### src/rtl/dmem_port_arbiter_pkg.sv
// dmem_port_arbiter_pkg
// Shared definitions for the data-memory port arbiter.
//   - lockOwner_e : encoding of which requester currently holds a short-term lock
//   - MEM_WORDS   : depth of the data memory behind the port
//   - WORD_LSB    : lowest byte-address bit that forms the word address
//   - BYTE_OFS_W  : number of byte-offset bits dropped when forming the word address
//   - isMisaligned: flags a byte address that is not word aligned
package dmem_port_arbiter_pkg;

  typedef enum logic [1:0] {
    LOCK_NONE = 2'b00,
    LOCK_R0   = 2'b01,
    LOCK_R1   = 2'b10
  } lockOwner_e;

  localparam int MEM_WORDS  = 1024;
  localparam int WORD_LSB   = 2;
  localparam int BYTE_OFS_W = 2;

  // Any set byte-offset bit means the access does not hit a whole word.
  function automatic logic isMisaligned(input logic [BYTE_OFS_W-1:0] byteOfs);
    return byteOfs != '0;
  endfunction

endpackage

### src/rtl/dmem_port_arbiter_rr_arb2.sv
// rr_arb2
// Two-way round-robin picker with short-term locking and a starvation limit.
// Ports:
//   clk        in   system clock, rising edge
//   reset      in   asynchronous, active-high reset
//   req[1:0]   in   request per requester
//   lock[1:0]  in   request to keep ownership for the next cycle
//   gnt[1:0]   out  one-hot (or zero) grant, combinational
// Parameter:
//   MAX_BURST  maximum consecutive grants to one requester while the other waits (1..15)
module rr_arb2
  import dmem_port_arbiter_pkg::*;
#(
  parameter int MAX_BURST = 4
) (
  input  logic       clk,
  input  logic       reset,
  input  logic [1:0] req,
  input  logic [1:0] lock,
  output logic [1:0] gnt
);

  localparam logic [3:0] BURST_MAX = 4'(MAX_BURST);

  lockOwner_e lockState;
  lockOwner_e lockNext;
  logic       lastOwner;
  logic       lastOwnerNext;
  logic [3:0] burstCnt;
  logic [3:0] burstNext;
  logic       winner;
  logic       otherReq;
  logic       forceRelease;

  assign winner   = gnt[1];
  assign otherReq = winner ? req[0] : req[1];

  // Lock state register. Reset drops any lock so a pending owner never survives reset.
  always_ff @(posedge clk or posedge reset) begin
    if (reset) begin
      lockState <= LOCK_NONE;
    end else begin
      lockState <= lockNext;
    end
  end

  // Round-robin history and burst length. lastOwner resets to 1 so requester 0
  // wins the very first contention.
  always_ff @(posedge clk or posedge reset) begin
    if (reset) begin
      lastOwner <= 1'b1;
      burstCnt  <= '0;
    end else begin
      lastOwner <= lastOwnerNext;
      burstCnt  <= burstNext;
    end
  end

  // Next-state logic. The burst counter only grows while the other side is
  // waiting; once it reaches the limit the lock is torn down so round-robin hands
  // the next contention to the waiting requester. A forced release also
  // blocks re-locking in the same cycle so the limit cannot be overshot.
  always_comb begin
    lockNext      = lockState;
    lastOwnerNext = lastOwner;
    burstNext     = burstCnt;
    forceRelease  = 1'b0;

    if (|gnt) begin
      lastOwnerNext = winner;
      if (!otherReq) begin
        burstNext = '0;
      end else if (winner != lastOwner) begin
        burstNext = 4'd1;
      end else if (burstCnt < BURST_MAX) begin
        burstNext = burstCnt + 4'd1;
      end
      forceRelease = otherReq && (burstNext == BURST_MAX);
    end

    unique case (lockState)
      LOCK_NONE: begin
        if ((|gnt) && lock[winner] && !forceRelease) begin
          lockNext = winner ? LOCK_R1 : LOCK_R0;
        end
      end
      LOCK_R0: begin
        if (!lock[0] || !req[0] || forceRelease) begin
          lockNext = LOCK_NONE;
        end
      end
      LOCK_R1: begin
        if (!lock[1] || !req[1] || forceRelease) begin
          lockNext = LOCK_NONE;
        end
      end
      default: lockNext = LOCK_NONE;
    endcase
  end

  // Grant decode: a lone requester always wins; under contention the lock
  // holder wins, otherwise whoever did not win last time.
  always_comb begin
    gnt = 2'b00;
    if (req == 2'b01) begin
      gnt = 2'b01;
    end else if (req == 2'b10) begin
      gnt = 2'b10;
    end else if (req == 2'b11) begin
      if (lockState == LOCK_R0) begin
        gnt = 2'b01;
      end else if (lockState == LOCK_R1) begin
        gnt = 2'b10;
      end else begin
        gnt = lastOwner ? 2'b01 : 2'b10;
      end
    end
  end

endmodule

### src/rtl/dmem_port_arbiter.sv
// dmem_port_arbiter
// Shares the single synchronous data-memory port between the pipeline MEM stage
// (requester 0) and the loader/DMA engine (requester 1).
// Ports:
//   clk, reset                 clock and asynchronous active-high reset
//   reqN, lockN, weN           request, lock request, write enable per requester
//   addrN, wdataN              byte address and write data per requester
//   gntN, errN                 combinational grant and misalignment flag
//   rvalidN, rdata             read data valid (one cycle after a read grant), shared data
//   mem_we, mem_addr, mem_din  memory drive
//   mem_dout                   memory read data, valid one cycle after the address
//   gcnt0, gcnt1               per-requester grant counters
// Optional feature: define DMEM_ARB_STATS_EN to enable the 16-bit wrapping grant
// counters; without it gcnt0/gcnt1 are tied to zero.
module dmem_port_arbiter
  import dmem_port_arbiter_pkg::*;
#(
  parameter int ADDR_W    = 10,
  parameter int DATA_W    = 32,
  parameter int MAX_BURST = 4
) (
  input  logic              clk,
  input  logic              reset,
  input  logic              req0,
  input  logic              req1,
  input  logic              lock0,
  input  logic              lock1,
  input  logic              we0,
  input  logic              we1,
  input  logic [31:0]       addr0,
  input  logic [31:0]       addr1,
  input  logic [DATA_W-1:0] wdata0,
  input  logic [DATA_W-1:0] wdata1,
  output logic              gnt0,
  output logic              gnt1,
  output logic              err0,
  output logic              err1,
  output logic              rvalid0,
  output logic              rvalid1,
  output logic [DATA_W-1:0] rdata,
  output logic              mem_we,
  output logic [ADDR_W-1:0] mem_addr,
  output logic [DATA_W-1:0] mem_din,
  input  logic [DATA_W-1:0] mem_dout,
  output logic [15:0]       gcnt0,
  output logic [15:0]       gcnt1
);

  logic [1:0] gnt;
  logic       rdPend0;
  logic       rdPend1;
  logic       unusedAddrBits;

  rr_arb2 #(
    .MAX_BURST(MAX_BURST)
  ) uArb (
    .clk  (clk),
    .reset(reset),
    .req  ({req1, req0}),
    .lock ({lock1, lock0}),
    .gnt  (gnt)
  );

  assign gnt0 = gnt[0];
  assign gnt1 = gnt[1];

  assign err0 = gnt0 & isMisaligned(addr0[BYTE_OFS_W-1:0]);
  assign err1 = gnt1 & isMisaligned(addr1[BYTE_OFS_W-1:0]);

  // Upper byte-address bits beyond the memory depth are ignored.
  assign unusedAddrBits = ^{addr0[31:ADDR_W+WORD_LSB], addr1[31:ADDR_W+WORD_LSB]};

  // Memory drive. When idle the port still shows requester 0's address and data
  // so the MEM stage sees the same behaviour as a direct connection; writes are
  // suppressed for misaligned accesses, but reads go through on the truncated word.
  always_comb begin
    mem_addr = addr0[ADDR_W+WORD_LSB-1:WORD_LSB];
    mem_din  = wdata0;
    mem_we   = 1'b0;
    if (gnt1) begin
      mem_addr = addr1[ADDR_W+WORD_LSB-1:WORD_LSB];
      mem_din  = wdata1;
      mem_we   = we1 & ~err1;
    end else if (gnt0) begin
      mem_we = we0 & ~err0;
    end
  end

  // Read-pending flags: memory returns data one cycle after the address, so the
  // valid strobe is just the read grant delayed by one clock. Reset drops it.
  always_ff @(posedge clk or posedge reset) begin
    if (reset) begin
      rdPend0 <= 1'b0;
      rdPend1 <= 1'b0;
    end else begin
      rdPend0 <= gnt0 & ~we0;
      rdPend1 <= gnt1 & ~we1;
    end
  end

  assign rvalid0 = rdPend0;
  assign rvalid1 = rdPend1;
  assign rdata   = mem_dout;

`ifdef DMEM_ARB_STATS_EN
  // Grant statistics, free-running and wrapping at 16 bits.
  always_ff @(posedge clk or posedge reset) begin
    if (reset) begin
      gcnt0 <= '0;
      gcnt1 <= '0;
    end else begin
      if (gnt0) begin
        gcnt0 <= gcnt0 + 16'd1;
      end
      if (gnt1) begin
        gcnt1 <= gcnt1 + 16'd1;
      end
    end
  end
`else
  assign gcnt0 = '0;
  assign gcnt1 = '0;
`endif

endmodule

### config.mk
export PLATFORM = sky130hd
export DESIGN_NAME = dmem_port_arbiter
export DESIGN_NICKNAME = d
export VERILOG_FILES = /design/src/rtl/dmem_port_arbiter_pkg.sv /design/src/rtl/dmem_port_arbiter_rr_arb2.sv /design/src/rtl/dmem_port_arbiter.sv
export SDC_FILE = /design/constraint.sdc
export NUM_CORES = 1
export LEC_CHECK = 0
export CAP_MARGIN = 0
export CORE_AREA = 2 2 108 110
export DETAILED_ROUTE_END_ITERATION = 8
export DIE_AREA = 0 0 110 112
export MAX_ROUTING_LAYER = met4
export PLACE_DENSITY = 0.63
export RECOVER_POWER = 25
export SLEW_MARGIN = 20
export SYNTH_ARGS = -nofsm -noshare
export SYNTH_HDL_FRONTEND = slang
export SYNTH_SLANG_ARGS = --single-unit
### constraint.sdc
create_clock -name clk -period 5 [get_ports clk]
set_input_delay 0.5 -clock clk [delete_from_list [all_inputs] [get_ports clk]]
set_output_delay 0.5 -clock clk [all_outputs]
set_load 0.005 [all_outputs]
==> parameters.txt, run 1 <==
Parameter                              Value

Layout
  Nets    around 450
  Most common cell after layout, fill and taps aside    sky130_fd_sc_hd__clkdlybuf4s50_1
  Most used cells in the layout excluding fill and tap cells    143 x sky130_fd_sc_hd__clkdlybuf4s50_1, 36 x sky130_fd_sc_hd__mux2_2, 32 x sky130_fd_sc_hd__conb_1
  Post-route cell area    ~2900 um2
  Relative area change from synthesis to final layout    82.7%
  Layout cells sized above 1    around a fifth
  Ant diodes    0

Clock network
  Post-CTS Repair Setup Buffers    0
  CTS sink cnt    9
  Max H-tree Level    1
  TritonCTS clock tree    done
  CTS Root Cell    sky130_fd_sc_hd__clkbuf_16
  Number of buffers added to fix hold violations after cts    0
  Buffer depth of the longest clock path    2
  Clk pin slew, worst setup/hold paths    0.04 ns
  Total CTS buffers    3
  Clock Latency Late Sink    roughly 0.23 ns
  Post-cts resize count    0

Job
  Max-cap violations    0

Power
  Part of the total power dissipated in sequential elements    between 10% and 20%
  Worst supply voltage drop on vdd    about 130 uV
  Clock share of power    a little under a third
  Power density over the cells    162 nW/um2
  Power share of the combinational group    between 50% and 60%
  Switching part of the total    about a quarter
  Leakage power total    roughly 0.0011 uW
  Total Power    ~470 uW
  Switching component of the power    ~110 uW
  Int Pwr    between 300 and 400 uW

Worst setup path
  Crit path capture type    primary output
  Slowest stage cell on the critical path    sky130_fd_sc_hd__o31ai_4
  Reg-to-reg critical path endpoint    uArb.burstCnt[2]
  Crit path max fanout    36
  Critical path type    in2out
  Arrival time of data at the critical path endpoint    3.01 ns
  Kind of start point of the critical path    input pin
  Register-to-Register Setup Slack    approximately 3.4 ns
  Origin of the critical flop-to-flop path    uArb.lockState[0]
  CP required    roughly 4.5 ns
  Most numerous cell on the critical path    sky130_fd_sc_hd__clkdlybuf4s50_1
  Logic depth of the worst register-to-register path    3
  Largest stage delay on the critical path    just under 0.7 ns
  Cell breakdown of the critical path    clkdlybuf4s50_1 -> inv_1 -> o31ai_4 -> buf_12 -> mux2_2 -> clkdlybuf4s50_1

STA
  Final clock skew    between 0.005 and 0.006 ns
  Hold slack final    0.561 ns
  RSZ-0062 raised after global routing    false
  Final hold violation count    0
  Share of the cycle needed by the critical path after routing    roughly 70%
  Setup TNS    0 ns
  Max Clk Rate    about 280 MHz
  Worst slew slack as a fraction of its limit    approximately half
  Max-slew violation total from the final report    0
  Final min period    approximately 3.5 ns
  Finish-stage setup viols    0
  Transition at the pin with the smallest max-transition slack    approximately 0.75 ns

Yosys
  Top area cells in the synthesized netlist    sky130_fd_sc_hd__buf_4 31%, sky130_fd_sc_hd__mux2_2 26%, sky130_fd_sc_hd__dfrtp_1 13%
  Post-synthesis sequential area ratio    14.4%
  Per-instance average area after synthesis    about 9.4 um2
  Fraction of registers with async set or reset after synthesis    100%
  Most used DFF post-synth    sky130_fd_sc_hd__dfrtp_1
  Mapped cell area    1580 um2
  Number of synthesized flops with an enable pin    0
  Area fraction of the dominant cell type after synthesis    a little under a third
  Register bit count reported by yosys    9
  Biggest area consumer among synthesized cells    sky130_fd_sc_hd__buf_4
  Number of distinct library cell variants in the gate-level netlist after synthesis    36
  Count of warnings emitted by yosys    0
  Post-Synthesis Cells    168

Global routing
  Number of antenna violations at the first check in global routing    0
  Maximum number of pins on one net before global-route repair    37
  Vias in the first global route    between 1,000 and 1,500
  Gr ovfl total    0
  Global-route wire length before repair    7.25 mm
  Overall track demand over capacity in global routing    under 10%

Drt
  DRC errors left    0
  DRT antenna net count    0
  Amount of wire on met3 after detailed routing    approximately 840 um
  Met2 WL post-DR    around 2.9 mm
  Met1 wire length    approximately 1.7 mm
  Total wire length    roughly 5.5 mm
  Top routing layer used    met4
  First drt pass iteration count    2
  Number of vias in the routed layout    1,495
  Routed vias/inst    3.54
  Violation count after the first detailed-route iteration    37
  Wire length per cell    13.0 um

Place
  Post-DP Area    approximately 2800 um2
  Number of input and output port buffers inserted    about 140
  Routability Congestion    a little under 0.7
  HPWL after DPL    around 4.8 mm

Floorplanning
  Die height    112 um
  Initial Util    between 10 and 15%
  Number of ports placed on the die boundary    about 280
  Width of the die    about 110 um
  Floorplan die area    12,300 um2
  Area of the core    between 10,000 and 15,000 um2
  Row count    39

Hold path
  Endpoint, Worst Hold    uArb.lastOwner
  Min-Delay Path Depth    2
  Worst hold-check path type    reg2reg
  Min-Delay Startpoint    uArb.lastOwner

Outcome
  Status    finished, final reports clean
-- power groups by stage --
stage	logic [uW]	clock network, uW	registers, uW
2_1_floorplan	130	0	81.4
3_3_place_gp	243	0	84.0
3_5_place_dp	246	0	84.3
4_1_cts	247	145	83.2
5_1_grt	262	148	84.4
6_report	243	141	83.3
-- registers in the layout, summed over array words and instances, names as in the netlist --
| name | flops |
|---|---|
| rvalid0 | 1 |
| rvalid1 | 1 |
| uArb.burstCnt | 4 |
| uArb.lastOwner | 1 |
| uArb.lockState | 2 |
-- final cells by class --
type	count	area, um2
inverter	5	18.8
fill	1200	8290
clock buffer	3	75.1
tap	143	179
clock inverter	1	5.00
sequential	9	226
multi-input combinational	116	915
timing repair buffer	145	1460
-- cells in the mapped netlist (2+ instances only) --
cell type                   instances
sky130_fd_sc_hd__o22ai_1            2
sky130_fd_sc_hd__a21oi_1            3
sky130_fd_sc_hd__o2bb2ai_1          2
sky130_fd_sc_hd__nor2_1             6
sky130_fd_sc_hd__buf_4             65
sky130_fd_sc_hd__inv_1              5
sky130_fd_sc_hd__nand3b_1           3
sky130_fd_sc_hd__dfrtp_1            8
sky130_fd_sc_hd__buf_6              4
sky130_fd_sc_hd__nand2_1            3
sky130_fd_sc_hd__nand4b_1           2
sky130_fd_sc_hd__mux2_4             6
sky130_fd_sc_hd__mux2_2            36
-- per-stage QoR --
stage,utilization [%],instances,worst slack [ns]
global placement,25.1,418,1.42
global route,25.8,422,1.35
finish,25.8,422,1.49
CTS,25.8,422,1.42
detailed placement,25.1,418,1.42
floorplan,-,199,2.81
-- worst max-delay path by stage --
stage | from | to | slack (ns) | depth (start not counted)
floorplan | uArb.lastOwner | mem_addr[4] | 2.81 | 5
global placement | req0 | mem_addr[6] | 1.42 | 6
detailed placement | req0 | mem_addr[5] | 1.42 | 6
CTS | req0 | mem_addr[5] | 1.42 | 6
global route | req0 | mem_addr[5] | 1.35 | 6
finish | req0 | mem_addr[5] | 1.49 | 6
-- worst max-delay path, delay by kind of cell --
family / cells / cell delay (ns)
buffers and inverters: 4 / 1.42
AO/OA/AOI/OAI: 1 / 0.69
multiplexers: 1 / 0.39
-- cell families after synthesis --
family / after synthesis / synth area share (%)
AOI/OAI and AO/OA: 18 / 9.21
adders and majority gates: 1 / 0.794
buffers and inverters: 74 / 35.0
DFF: 9 / 14.4
muxes: 43 / 32.1
other: 1 / 0.238
and+or+nand+nor: 22 / 8.33
-- metal layers --
layer / track usage (%) / up-vias
met4: 1.35 / 0
li1: - / 702
met5: - / -
met1: 6.23 / 664
met3: 2.81 / 12
met2: 16.2 / 117
Power figures use the tool's default switching activity.
==> run 2, diff against run 1 <==
Settings changed: CORE_AREA 2 2 108 110 to 2 2 109 111, DIE_AREA 0 0 110 112 to 0 0 111 113, PLACE_DENSITY 0.63 to 0.64.
Clock period 5 ns to 2.9 ns, I/O delays scaled along.
==> run 2 against run 1 <==
Against the previous run:
- first-iteration DRC count fell by 19%
- non-clock buffer count grew 1
- flip-flop and latch count unchanged
- die area increased by 1.8%
- combinational power rose by 72%
- worst setup slack got worse by 1.2 ns
- final cell count increased by 0.24%
- clock power up 73%
- critical path depth is the same
- via count rose by 1.1%
- wire length is 1.4% higher
- largest cell class unchanged
- highest routed layer unchanged
==> parameters.txt, run 2 (synthesis gave the netlist of run 1 again) <==
Parameter                              Value

Outcome
  Status    finished, final reports clean

STA
  Transition at the pin with the smallest max-transition slack    approximately 0.56 ns
  Worst Setup Slack, final    about 0.24 ns
  Final hold violation count    0
  Max-slew violation total from the final report    0
  Final clock skew    0.00412 ns
  Setup TNS    0 ns
  Final min period    between 2 and 3 ns
  RSZ-0062 raised after global routing    false
  Max Clk Rate    approximately 380 MHz
  Finish-stage setup viols    0
  Share of the cycle needed by the critical path after routing    roughly nine tenths
  Worst slew slack as a fraction of its limit    62.5%

Worst setup path
  CP required    ~2.6 ns
  Logic depth of the worst register-to-register path    3
  Source of the critical timing path    req0
  Kind of start point of the critical path    input pin
  Crit path max fanout    36
  Reg-to-reg critical path endpoint    uArb.burstCnt[2]
  Origin of the critical flop-to-flop path    uArb.lockState[0]
  Largest stage delay on the critical path    ~0.55 ns
  Critical path type    in2out
  Arrival time of data at the critical path endpoint    roughly 2.4 ns
  Worst Setup EP    mem_din[23]
  Cell breakdown of the critical path    clkdlybuf4s50_1 -> inv_1 -> o31ai_4 -> buf_12 -> mux2_2 -> clkdlybuf4s50_1
  Most numerous cell on the critical path    sky130_fd_sc_hd__clkdlybuf4s50_1
  Slowest stage cell on the critical path    sky130_fd_sc_hd__clkdlybuf4s50_1
  Crit path capture type    primary output
  Register-to-Register Setup Slack    about 1.3 ns

Place
  Number of input and output port buffers inserted    around 140
  Routability Congestion    0.751
  Setup WS pre-CTS    between 0.2 and 0.25 ns
  Post-DP Area    2810 um2
  HPWL after DPL    about 4.9 mm

Floorplanning
  Floorplan die area    between 10,000 and 15,000 um2
  Number of ports placed on the die boundary    281
  Row count    39
  Width of the die    between 100 and 150 um
  Area of the core    between 10,000 and 15,000 um2
  Die height    around 110 um
  Initial Util    approximately 14%

Drt
  Violation count after the first detailed-route iteration    30
  First drt pass iteration count    3
  DRT antenna net count    0
  Total wire length    between 5 and 6 mm
  Wire length per cell    around 13 um
  Number of vias in the routed layout    around 1,500
  Routed vias/inst    ~3.6
  DRC errors left    0

Power
  Power share of the combinational group    a little over half
  Leakage power total    between 0.001 and 0.0015 uW
  Switching part of the total    between 20% and 30%
  Worst supply voltage drop on vdd    around 140 uV
  Power density over the cells    ~280 nW/um2
  Part of the total power dissipated in sequential elements    17.8%
  Clock share of power    a little under a third
  Int Pwr    approximately 610 uW
  Switching component of the power    193 uW

Layout
  Ant diodes    0
  Register name with the most flops    uArb.burstCnt
  Layout cells sized above 1    between 10% and 20%
  End-of-flow core utilization    around a quarter
  Nets    450
  Flip-flop count of the largest register, all copies and words added    4
  Post-route cell area    around 2900 um2
  Most used cells in the layout excluding fill and tap cells    144 x sky130_fd_sc_hd__clkdlybuf4s50_1, 36 x sky130_fd_sc_hd__mux2_2, 32 x sky130_fd_sc_hd__conb_1
  Most common cell after layout, fill and taps aside    sky130_fd_sc_hd__clkdlybuf4s50_1
  Registers with the most flip-flops    uArb.burstCnt: 4 flops, uArb.lockState: 2 flops
  Relative area change from synthesis to final layout    83.2%

Clock network
  TritonCTS clock tree    done
  Buffer depth of the longest clock path    2
  Post-cts resize count    0
  CTS Root Cell    sky130_fd_sc_hd__clkbuf_16
  Clock Latency Late Sink    0.23 ns
  CTS sink cnt    9
  Max H-tree Level    1
  Total CTS buffers    3
  Post-CTS Repair Setup Buffers    0
  Number of buffers added to fix hold violations after cts    0
  Clk pin slew, worst setup/hold paths    approximately 0.04 ns

Global routing
  Number of antenna violations at the first check in global routing    0
  Overall track demand over capacity in global routing    around 8.3%
  Global-route wire length before repair    between 8 and 9 mm
  Vias in the first global route    roughly 1,500
  Maximum number of pins on one net before global-route repair    37
  Gr ovfl total    0

Hold path
  Worst hold-check path type    in2async

Job
  Max-cap violations    0
run 2: cell types whose count changed in the layout (fill, tap and decap cells not counted):
cell / delta
sky130_fd_sc_hd__buf_4: +1
sky130_fd_sc_hd__clkdlybuf4s50_1: +1
sky130_fd_sc_hd__dlygate4sd3_1: -1
run 2: cell type report:
| type | count | area [um2] |
|---|---|---|
| clock inverters | 1 | 5.00 |
| multi-input cells | 116 | 915 |
| inverters | 5 | 18.8 |
| flip-flops and latches | 9 | 226 |
| clock buffers | 3 | 75.1 |
| well taps | 143 | 179 |
| repair buffers | 146 | 1470 |
| fillers | 1202 | 8380 |
run 2: power by group through the flow:
stage	Sequential (uW)	Combinational, uW	Clock (uW)
2_1_floorplan	140	224	0
3_3_place_gp	145	419	0
3_5_place_dp	145	424	0
4_1_cts	144	426	250
5_1_grt	145	450	261
6_report	144	419	244
run 2: per-stage QoR:
step           hold slack, ns  std cells  total power [uW]
6_report                0.327        423               807
5_1_grt                 0.358        423               856
4_1_cts                 0.347        423               820
3_5_place_dp            0.555        419               570
3_3_place_gp            0.556        419               564
2_1_floorplan           0.117        199               364
run 2: how the worst min path moves through the flow:
| stage | endpoint | slack, ns | depth (start not counted) |
|---|---|---|---|
| floorplan | rvalid0 | 0.12 | 1 |
| global placement | uArb.burstCnt[0] | 0.56 | 1 |
| detailed placement | uArb.burstCnt[0] | 0.55 | 1 |
| CTS | uArb.burstCnt[2] | 0.35 | 2 |
| global route | rvalid0 | 0.36 | 2 |
| finish | uArb.burstCnt[2] | 0.33 | 2 |
run 2: worst max-delay path, delay by kind of cell:
kind	cells	cell delay, ns
AOI/OAI and AO/OA	1	0.32
buffers and inverters	4	1.37
muxes	1	0.37
run 2: routing by layer:
metal	track usage (%)	vias to the layer above	share of wire [%]
met1	7.34	674	33
met4	2.00	0	1.3
met5	-	-	0
li1	-	705	-
met3	3.05	6	12
met2	16.5	126	54
==> run 3, diff against run 2 <==
Settings changed: CORE_AREA 2 2 109 111 to 5 5 106 108, PLACE_DENSITY 0.64 to 0.7.
==> run 3 against run 2 <==
Against the previous run:
- worst hold slack improved by 0.0057 ns
- largest cell class unchanged
- power fell by 12%
- combinational power rose by 1%
- sequential share of layout area rose by 0.12 points
- via count barely moved
- largest power group unchanged
- flip-flop and latch count did not move
- wire length rose by 7.5%
- clock power fell by 42%
- register-to-register slack improved by 0.08 ns
==> parameters.txt, run 3 (synthesis gave the netlist of run 1 again) <==
Parameter                              Value

Power
  Switching component of the power    182 uW
  Power share of the combinational group    between 50% and 60%
  Clock share of power    roughly 20%
  Switching part of the total    ~26%
  Int Pwr    528 uW
  Worst supply voltage drop on vdd    248 uV
  Leakage power total    around 0.0011 uW
  Part of the total power dissipated in sequential elements    around 20%
  Power density over the cells    around 250 nW/um2

Clock network
  Buffer depth of the longest clock path    2
  Clock Latency Late Sink    0.23 ns
  TritonCTS clock tree    done
  CTS Root Cell    sky130_fd_sc_hd__clkbuf_8
  Post-cts resize count    0
  Total CTS buffers    3
  CTS sink cnt    9
  Number of buffers added to fix hold violations after cts    0
  Clk pin slew, worst setup/hold paths    roughly 0.040 ns
  Post-CTS Repair Setup Buffers    0
  Max H-tree Level    1

Drt
  DRT antenna net count    0
  DRC errors left    0
  Routed vias/inst    3.63
  Violation count after the first detailed-route iteration    65
  Wire length per cell    ~14 um
  First drt pass iteration count    4
  Number of vias in the routed layout    roughly 1,500
  Total wire length    between 5 and 6 mm

Global routing
  Overall track demand over capacity in global routing    8.88%
  Number of antenna violations at the first check in global routing    0
  Gr ovfl total    0
  Maximum number of pins on one net before global-route repair    37
  Vias in the first global route    between 1,500 and 2,000
  Global-route wire length before repair    just under 9 mm

STA
  Final clock skew    around 0.0005 ns
  RSZ-0062 raised after global routing    false
  Final min period    2.64 ns
  Setup TNS    0 ns
  Max Clk Rate    approximately 380 MHz
  Hold slack final    0.333 ns
  Final hold violation count    0
  Finish-stage setup viols    0
  Share of the cycle needed by the critical path after routing    slightly above 90%
  Max-slew violation total from the final report    0

Worst setup path
  Arrival time of data at the critical path endpoint    roughly 2.4 ns
  Most numerous cell on the critical path    sky130_fd_sc_hd__clkdlybuf4s50_1
  Largest stage delay on the critical path    between 0.5 and 0.6 ns
  Slowest stage cell on the critical path    sky130_fd_sc_hd__clkdlybuf4s50_1
  Critical path type    in2out
  Cell breakdown of the critical path    clkdlybuf4s50_1 -> inv_1 -> o31ai_4 -> buf_12 -> mux2_2 -> clkdlybuf4s50_1
  Crit path max fanout    36
  CP required    2.61 ns
  Kind of start point of the critical path    input pin
  Crit path capture type    primary output

Layout
  Most common cell after layout, fill and taps aside    sky130_fd_sc_hd__clkdlybuf4s50_1
  Nets    450
  Filler instances    1,053
  Layout cells sized above 1    around a fifth
  Relative area change from synthesis to final layout    80.4%
  End-of-flow core utilization    roughly 28%
  Ant diodes    0
  Post-route cell area    2840 um2
  Flip-flop count of the largest register, all copies and words added    4
  Non-Filler Instances    416
  Registers with the most flip-flops    uArb.burstCnt: 4 flops, uArb.lockState: 2 flops
  Most used cells in the layout excluding fill and tap cells    144 x sky130_fd_sc_hd__clkdlybuf4s50_1, 36 x sky130_fd_sc_hd__mux2_2, 32 x sky130_fd_sc_hd__conb_1
  Register name with the most flops    uArb.burstCnt

Floorplanning
  Area of the core    approximately 10,000 um2
  Number of ports placed on the die boundary    281
  Row count    37
  Die height    about 110 um
  Width of the die    about 110 um
  Initial Util    15.5%
  Floorplan die area    12,500 um2

Place
  Number of input and output port buffers inserted    about 140
  Routability Congestion    0.847
  HPWL after DPL    around 5.3 mm
  Placed cells    412
  Post-DP Area    about 2800 um2

Job
  Max-cap violations    0

Hold path
  Worst hold-check path type    in2async

Outcome
  Status    finished, final reports clean
==> run 3: power groups by stage <==
stage	logic, uW	clock network (uW)	registers [uW]
detailed placement	427	0	145
finish	424	142	144
global placement	423	0	145
floorplan	224	0	140
global route	454	157	145
CTS	429	147	144
==> run 3: metrics by stage <==
| stage | setup slack (ns) | total power, uW |
|---|---|---|
| after global placement | 0.226 | 568 |
| after detailed placement | 0.227 | 572 |
| after floorplan | 0.921 | 364 |
| after CTS | 0.225 | 720 |
| after global routing | 0.156 | 757 |
| final | 0.265 | 709 |
==> run 3: area by class of cell <==
cell class              count  area (um2)  share of cell area (%)
well taps                 136         170                    5.98
flip-flops and latches      9         226                    7.96
repair buffers            146        1470                    51.6
multi-input cells         116         915                    32.2
clock buffers               4        45.0                    1.58
inverters                   5        18.8                   0.660
==> run 3: path summary, 6_finish.rpt <==
kind	from	end	slack, ns	cells past startpoint
max reg2reg	uArb.lockState[0]	uArb.burstCnt[2]	1.35	3
max	req0	mem_din[3]	0.26	6
min in group clk	uArb.lastOwner	uArb.lastOwner	0.57	2
min reg2reg	uArb.lastOwner	uArb.lastOwner	0.57	2
min	reset	rvalid0	0.33	2
max in group asynchronous	reset	uArb.lastOwner	2.26	2
==> run 3: metal layers <==
layer  wire, um  global-route usage [%]
met4         50                    1.48
met1       2090                    9.00
met2       3070                    16.1
met5          0                       -
met3        746                    4.01
==> run 3: critical path, delay by kind of cell <==
family	cells	cell delay [ns]
buf+inv	4	1.38
mux	1	0.36
compound gates	1	0.31
==> RTL edit, RTL diff (flow settings as in run 1) <==
The 3 values of `lockOwner_e` get a one-hot encoding in 3 bits.
--- a/src/rtl/dmem_port_arbiter_pkg.sv
+++ b/src/rtl/dmem_port_arbiter_pkg.sv
@@ -7,10 +7,10 @@
 //   - isMisaligned: flags a byte address that is not word aligned
 package dmem_port_arbiter_pkg;
 
-  typedef enum logic [1:0] {
-    LOCK_NONE = 2'b00,
-    LOCK_R0   = 2'b01,
-    LOCK_R1   = 2'b10
+  typedef enum logic [2:0] {
+    LOCK_NONE = 3'b001,
+    LOCK_R0   = 3'b010,
+    LOCK_R1   = 3'b100
   } lockOwner_e;
 
   localparam int MEM_WORDS  = 1024;
Check against the original RTL: same outputs for any inputs over 10 cycles, from zero or initial values and one cycle with reset high; not proved beyond that.
==> RTL edit against run 1 <==
Routed wire length is 5.5% higher. Sequential cell count grew 1. Area after synthesis rose by 11%. Power grew 20%. Highest routed layer unchanged. Setup slack lost 0.18 ns. Final area rose by 5.5%.
==> RTL edit: results (changes against run 1) <==
* DP Cell Count at 436 (+4.3%)
* # nets final at 467 (+4.0%)
* Worst-path fanout max at 25 (-31%)
* Peak supply drop at 0.0904 mV (-30%)
* Clk_skew at 0.00180 ns (-0.00329 ns)
* First-pass GRT wire length at 7880 microns (+8.8%)
* Number of global-route vias before repair at 1514 (+2.8%)
* DR WL met2 at 2720 microns (-6.5%)
* Post-DR wirelength/cell at 13.1 microns (+1.4%)
* Worst Reg-to-Reg Cells at 6 (+3)
* Reg2reg setup slack at 2.94 ns (-0.48 ns)
* Hold Crit Endpoint: uArb.burstCnt[1]
* Critical Path AT at 3.20 ns (+0.19 ns)
* Mapped Cells at 188 (+12%)
* Vias at 1646 (+10%)
* Routed wire length at 5770 microns (+5.5%)
* Status: finished clean
* Placed cell areas at 2960 sq um (+5.9%)
* Met1 wire length at 2320 microns (+39%)
* R2R Path End: uArb.lastOwner
* Drt initial violations at 92 (+150%)
* Largest net degree at the start of global routing at 26 (-30%)
* Crit Reg-Reg Startpoint: uArb.lockState[0]
* Crit path capture: mem_addr[4]
* Iteration count of the initial detailed-routing pass at 4 (+2)
* Top cells by count, synth: buf_4 (64), mux2_4 (25), mux2_2 (17)
* Largest stage delay on the critical path at 0.58 ns (-0.11 ns)
* Met2 Use GR at 0.135 (-0.0266)
* Place WS at 1.25 ns (-0.177 ns)
* Worst hold margin at 0.533 ns (-0.0283 ns)
* Max_slew headroom at 0.552 (+0.0519)
* Min-delay src: uArb.burstCnt[1]
* Routed length on met3 at 583 microns (-30%)
* Lkg Pwr at 1.27 nW (+11%)
* Post-synthesis sequential area ratio at 0.145 (+0.00115)
* Initial antenna violation count at 0 (unchanged)
* GR Util met1 at 0.105 (+0.0422)
* M3 GR Usage at 0.0170 (-0.0111)
* Internal power at 0.000412 W (+16%)
* Final GP Congestion at 0.771 (+13%)
* Share of cells above drive strength 1 at 0.176 (-0.0179)
* Critical-path top delay cell: clkdlybuf4s50_1
* Final setup margin at 1.30 ns (-0.185 ns)
* GRT Util Overall at 0.0859 (+0.00798)
* Dpl hpwl at 4820 microns (+1.3%)
-- RTL edit: power groups by stage --
| stage | Combinational (W) | Sequential, W | Clock, W |
|---|---|---|---|
| floorplan | 0.000177 | 0.000103 | 0 |
| global placement | 0.000317 | 0.000105 | 0 |
| detailed placement | 0.000319 | 0.000106 | 0 |
| CTS | 0.000322 | 0.000105 | 0.000143 |
| global route | 0.000339 | 0.000107 | 0.000146 |
| finish | 0.000317 | 0.000105 | 0.000138 |
-- RTL edit: layout make-up --
class / count / area (sq um)
sequential: 10 / 253
tap: 143 / 179
clock buffer: 3 / 75.1
inverter: 4 / 15.0
multi-input combinational: 134 / 1060
fill: 1214 / 8140
timing repair buffer: 145 / 1460
-- RTL edit: cells by family (layout without fill, tap and decap cells) --
logic type,count (synthesis),in the layout,synth area share
and+or+nand+nor,35,35,0.105
adders and majority gates,1,1,0.00717
buffers and inverters,75,152,0.318
muxes,42,42,0.325
AOI/OAI and AO/OA,24,24,0.0982
DFF,10,10,0.145
other,1,32,0.00215
